File: src/rtl/ysyx_22050612_pkg.sv
// Shared definitions for the ysyx_22050612 writeback path: load encodings and
// default widths.
package ysyx_22050612_pkg;

    localparam int WBU_ADDR_W = 5;
    localparam int WBU_DATA_W = 64;
    localparam int WBU_CNT_W  = 2;

    localparam logic [2:0] F3_LB  = 3'b000;
    localparam logic [2:0] F3_LH  = 3'b001;
    localparam logic [2:0] F3_LW  = 3'b010;
    localparam logic [2:0] F3_LD  = 3'b011;
    localparam logic [2:0] F3_LBU = 3'b100;
    localparam logic [2:0] F3_LHU = 3'b101;
    localparam logic [2:0] F3_LWU = 3'b110;

endpackage

File: src/rtl/ysyx_22050612_wbu_scoreboard.sv
// Per-register pending-write counters: decode increments on issue, the
// writeback output stage decrements; busy flags are read straight off state.
import ysyx_22050612_pkg::*;

module ysyx_22050612_wbu_scoreboard #(
    parameter int ADDR_WIDTH = WBU_ADDR_W,
    parameter int CNT_WIDTH  = WBU_CNT_W
) (
    input  logic                  clk,
    input  logic                  rst_n,
    input  logic                  iss_valid,
    input  logic [ADDR_WIDTH-1:0] iss_rd,
    output logic                  iss_ready,
    input  logic                  dec_valid,
    input  logic [ADDR_WIDTH-1:0] dec_rd,
    input  logic [ADDR_WIDTH-1:0] rs1,
    input  logic [ADDR_WIDTH-1:0] rs2,
    output logic                  busy1,
    output logic                  busy2
);

    localparam int NREG = 2 ** ADDR_WIDTH;
    localparam logic [CNT_WIDTH-1:0] CNT_MAX = {CNT_WIDTH{1'b1}};

    logic [CNT_WIDTH-1:0] cnt_q [NREG];
    logic [CNT_WIDTH-1:0] cnt_d [NREG];
    logic                 inc_en;
    logic                 dec_en;

    assign iss_ready = rst_n & ((iss_rd == '0) | (cnt_q[iss_rd] != CNT_MAX));
    assign inc_en    = iss_valid & iss_ready & (iss_rd != '0);
    assign dec_en    = dec_valid & (dec_rd != '0);
    assign busy1     = (cnt_q[rs1] != '0);
    assign busy2     = (cnt_q[rs2] != '0);

    // A decrement on an empty counter is a protocol error; it saturates at 0.
    always_comb begin
        for (int r = 0; r < NREG; r++) begin
            cnt_d[r] = cnt_q[r];
            if (inc_en && (iss_rd == ADDR_WIDTH'(r)) &&
                !(dec_en && (dec_rd == ADDR_WIDTH'(r)))) begin
                cnt_d[r] = cnt_q[r] + CNT_WIDTH'(1);
            end else if (dec_en && (dec_rd == ADDR_WIDTH'(r)) &&
                         !(inc_en && (iss_rd == ADDR_WIDTH'(r))) &&
                         (cnt_q[r] != '0)) begin
                cnt_d[r] = cnt_q[r] - CNT_WIDTH'(1);
            end
        end
        cnt_d[0] = '0;
    end

    always_ff @(posedge clk or negedge rst_n) begin
        if (!rst_n) begin
            for (int r = 0; r < NREG; r++) cnt_q[r] <= '0;
        end else begin
            for (int r = 0; r < NREG; r++) cnt_q[r] <= cnt_d[r];
        end
    end

endmodule

File: src/rtl/ysyx_22050612_wbu.sv
// Writeback unit: LSU-priority arbitration, load extension, registered
// register-file write port, and the pending-write scoreboard.
import ysyx_22050612_pkg::*;

module ysyx_22050612_wbu #(
    parameter int ADDR_WIDTH = WBU_ADDR_W,
    parameter int DATA_WIDTH = WBU_DATA_W,
    parameter int CNT_WIDTH  = WBU_CNT_W
) (
    input  logic                  clk,
    input  logic                  rst_n,
    input  logic                  exu_valid,
    output logic                  exu_ready,
    input  logic [ADDR_WIDTH-1:0] exu_rd,
    input  logic [DATA_WIDTH-1:0] exu_data,
    input  logic                  lsu_valid,
    output logic                  lsu_ready,
    input  logic [ADDR_WIDTH-1:0] lsu_rd,
    input  logic [2:0]            lsu_funct3,
    input  logic [DATA_WIDTH-1:0] lsu_data,
    input  logic                  iss_valid,
    input  logic [ADDR_WIDTH-1:0] iss_rd,
    output logic                  iss_ready,
    input  logic [ADDR_WIDTH-1:0] rs1,
    input  logic [ADDR_WIDTH-1:0] rs2,
    output logic                  busy1,
    output logic                  busy2,
    output logic                  wen,
    output logic [ADDR_WIDTH-1:0] waddr,
    output logic [DATA_WIDTH-1:0] wdata
);

    function automatic logic [DATA_WIDTH-1:0] load_ext(input logic [2:0] f3,
                                                       input logic [DATA_WIDTH-1:0] d);
        case (f3)
            F3_LB:   load_ext = {{(DATA_WIDTH-8){d[7]}},   d[7:0]};
            F3_LH:   load_ext = {{(DATA_WIDTH-16){d[15]}}, d[15:0]};
            F3_LW:   load_ext = {{(DATA_WIDTH-32){d[31]}}, d[31:0]};
            F3_LBU:  load_ext = {{(DATA_WIDTH-8){1'b0}},   d[7:0]};
            F3_LHU:  load_ext = {{(DATA_WIDTH-16){1'b0}},  d[15:0]};
            F3_LWU:  load_ext = {{(DATA_WIDTH-32){1'b0}},  d[31:0]};
            default: load_ext = d;
        endcase
    endfunction

    logic                  wen_q,   wen_d;
    logic [ADDR_WIDTH-1:0] waddr_q, waddr_d;
    logic [DATA_WIDTH-1:0] wdata_q, wdata_d;

    // LSU wins unconditionally; EXU is held off while a load return is pending.
    assign lsu_ready = rst_n;
    assign exu_ready = rst_n & ~lsu_valid;

    always_comb begin
        wen_d   = 1'b0;
        waddr_d = waddr_q;
        wdata_d = wdata_q;
        if (lsu_valid && lsu_ready) begin
            wen_d   = (lsu_rd != '0);
            waddr_d = lsu_rd;
            wdata_d = load_ext(lsu_funct3, lsu_data);
        end else if (exu_valid && exu_ready) begin
            wen_d   = (exu_rd != '0);
            waddr_d = exu_rd;
            wdata_d = exu_data;
        end
    end

    always_ff @(posedge clk or negedge rst_n) begin
        if (!rst_n) begin
            wen_q   <= 1'b0;
            waddr_q <= '0;
            wdata_q <= '0;
        end else begin
            wen_q   <= wen_d;
            waddr_q <= waddr_d;
            wdata_q <= wdata_d;
        end
    end

    assign wen   = wen_q;
    assign waddr = waddr_q;
    assign wdata = wdata_q;

    ysyx_22050612_wbu_scoreboard #(
        .ADDR_WIDTH (ADDR_WIDTH),
        .CNT_WIDTH  (CNT_WIDTH)
    ) u_scoreboard (
        .clk       (clk),
        .rst_n     (rst_n),
        .iss_valid (iss_valid),
        .iss_rd    (iss_rd),
        .iss_ready (iss_ready),
        .dec_valid (wen_q),
        .dec_rd    (waddr_q),
        .rs1       (rs1),
        .rs2       (rs2),
        .busy1     (busy1),
        .busy2     (busy2)
    );

endmodule

File: config.mk
export PLATFORM = sky130hd
export DESIGN_NAME = ysyx_22050612_wbu
export DESIGN_NICKNAME = d
export VERILOG_FILES = /design/src/rtl/ysyx_22050612_pkg.sv /design/src/rtl/ysyx_22050612_wbu_scoreboard.sv /design/src/rtl/ysyx_22050612_wbu.sv
export SDC_FILE = /design/constraint.sdc
export NUM_CORES = 1
export LEC_CHECK = 0
export ABC_AREA = 1
export CAP_MARGIN = 20
export CORE_UTILIZATION = 30
export CTS_BUF_LIST = sky130_fd_sc_hd__clkbuf_8
export DETAILED_ROUTE_END_ITERATION = 6
export SLEW_MARGIN = 40
export SYNTH_ARGS = -nofsm -noshare
export SYNTH_HDL_FRONTEND = slang
export SYNTH_SLANG_ARGS = --single-unit
File: constraint.sdc
create_clock -name clk -period 5.1 [get_ports clk]
set_input_delay 1.02 -clock clk [delete_from_list [all_inputs] [get_ports clk]]
set_output_delay 1.02 -clock clk [all_outputs]
set_load 0.02 [all_outputs]
==> results.cfg <==
[cells_and_area]
syn_to_final_growth_pct = 36.2
layout-drive-gt1-share_pct = 4.41
nets = 1780
fin_cells = 2017
design_area_um2 = 12100
fin_util_pct = 41.8

[synthesis]
ys_ff_latch = 132
synth_commonest_cells = 430 x nand2_1, 179 x nor2_1, 166 x inv_1, 156 x nand3_1, 132 x dfrtp_1
yosysWarnings = 0
synthTopCellsByArea = dfrtp_1 37%, nand2_1 18%, nand3_1 8.8%, nor2_1 7.6%, inv_1 7.0%
yosysMostFrequentCell = nand2_1
async_flop_share_pct = 100
synth_nets = 1565
synth-edff-count = 0
synth_cell_types = 33
ys.flop_type = dfrtp_1
syn_area_um2 = 8880
netlist_instances = 1404
synth_area_per_cell_um2 = 6.32
yosys.area.top_type = dfrtp_1
synth.top_cell.area_share_pct = 37.2
seq_area_frac_synth_pct = 37.2

[global_route]
grt_pass1_vias = 9991
grt_pass1_wl_um = 55000
grt_max_degree = 102
grt_usage_pct = 23.5
grt-ovfl-total = 0
grt_antenna_before_repair = 2

[sta]
rsz0062_at_grt = no
setup_slack_ns = 0.702
hold_ws_ns = 0.495
fin_tns_setup_ns = 0
period_needed_ns = 4.40
min_period_over_period_pct = 86.2
maxSlewViolCount = 0
clock_skew_ns = 0.0142
hold_viol_final = 0
worstMarginPinSlew_ns = 0.780
setup_violations = 0
max_freq_mhz = 227
max_slew_margin_pct = 47.9

[clock_tree]
clock-sinks = 132
post_cts.repair.setup_buffers = 0
clock-root-buffer = clkbuf_8
cts_buffers = 17
ctsHoldBuffers = 0
clock_path_buffers = 2
clock_latency_ns = 0.48
clkTransAtPathRegs_ns = 0.09
cts_tree = yes
ctsResizeCount = 0
h-tree-depth = 4

[floorplanning]
dieArea_um2 = 30300
design.core.area_um2 = 28900
start_util_pct = 30.7
num_rows = 62
die_h_um = 174
io_pins = 236
chipWidth_um = 174

[placement]
place.gp.congestion = 0.936
dp.final_hpwl_um = 26600
placed_area_um2 = 11700
numPlacedInstances = 1984
post-place-ws_ns = 0.714
numPortBuffers = 235

[detailed_routing]
num_vias = 10100
avgViaCountPerCell = 5.01
drt_pass1_iterations = 5
drtIter0Drc = 764
drc = 0
ant_nets = 0
avgRoutedWirePerCell_um = 17.5
drt-total-wl_um = 35300

[setup_path]
end_kind = primary output
criticalPathCategory = in -> out
path_max_fanout = 20
required_ns = 4.08
arrival_ns = 3.38
start_kind = input port

[pwr]
power.density_nw_per_um2 = 324
p_total_mw = 3.91
peakVddDrop_v = 0.000177
p_leak_nw = 5.59

[job]
drv_cap = 0

[run_status]
outcome = completed

[worst_hold_path]
hp-class = reg -> reg
-- layout make-up --
cell class / instances / area, µm²
fill: 3084 / 16800
multi-input combinational: 1039 / 4720
sequential: 132 / 3300
timing repair buffer: 259 / 2580
inverter: 170 / 638
tap: 384 / 480
clock buffer: 18 / 248
clock inverter: 14 / 123
antenna: 1 / 2.50
-- report_power, final --
group / switching, mW / leakage [nW] / total [mW] / internal [mW]
logic: 0.826 / 3.74 / 1.42 / 0.599
registers: 0.326 / 1.67 / 1.61 / 1.29
clock network: 0.514 / 0.182 / 0.877 / 0.363
total: 1.67 / 5.59 / 3.91 / 2.25
-- path summary, 6_finish.rpt --
| path | from | to | slack [ns] | cells after the start |
|---|---|---|---|---|
| worst max-delay path | iss_rd[0] | iss_ready | 0.70 | 13 |
| worst min-delay path | wdata[10] | wdata[10] | 0.49 | 2 |
| worst max register to register | u_scoreboard.cnt_q[50] | u_scoreboard.cnt_q[21] | 2.52 | 12 |
| worst min register to register | wdata[10] | wdata[10] | 0.49 | 2 |
| max in group asynchronous | rst_n | wdata[31] | 3.67 | 2 |
| min in group asynchronous | rst_n | u_scoreboard.cnt_q[38] | 0.50 | 1 |
-- per-layer routing --
layer	vias up	global-route usage (%)	routed length (µm)
met5	-	0	11
met4	2	8.26	896
met3	57	6.36	2700
met2	395	41.0	17400
met1	4680	27.5	14300
li1	4974	-	-
-- state kept, by name, summed over array words and instances, names as in the netlist --
register	count
u_scoreboard.cnt_q	62
waddr	5
wen	1
wdata	64
-- kinds of logic (layout without fill, tap and decap cells) --
kind of cell,after synthesis,in the layout,share of synthesized area (%)
flops,132,132,37.2
compound gates,216,216,14.2
buf+inv,233,461,10.1
other cells,0,1,0
simple gates,823,823,38.5
-- worst max-delay path, cell delays in order --
cell and delay (ns):
clkdlybuf4s50_1 0.53, buf_4 0.27, nor2_1 0.09, nand2_1 0.07, nand2_1 0.05, nor2_1 0.09, nor2_1 0.05, nor2_1 0.11
nand2_1 0.08, nand3_1 0.08, nand2_1 0.10, nor2_1 0.19, clkdlybuf4s50_1 0.64
-- cells in the final DEF, fill, tap and decap left out, drive strengths merged --
cell           netlist  routed
a32oi                2       2
nor2               179     179
o2111ai              1       1
nand2              430     430
o21bai               7       7
o311ai               4       4
a21oi               52      52
o22ai                1       1
o31ai                9       9
nor3                13      13
a221oi               2       2
clkinvlp             0       3
or2                  7       7
a211oi               1       1
diode                0       1
nand3b               1       1
or4                  1       1
a221o                1       1
o221ai               4       4
dfrtp              132     132
o21ai              101     101
inv                168     173
nand3              156     156
buf                 18      25
clkbuf              45      18
o211ai              29      29
a22oi                1       1
clkdlybuf4s50        0     234
o221a                1       1
nand4               36      36
clkinv               2       8
Power figures use the tool's default switching activity.
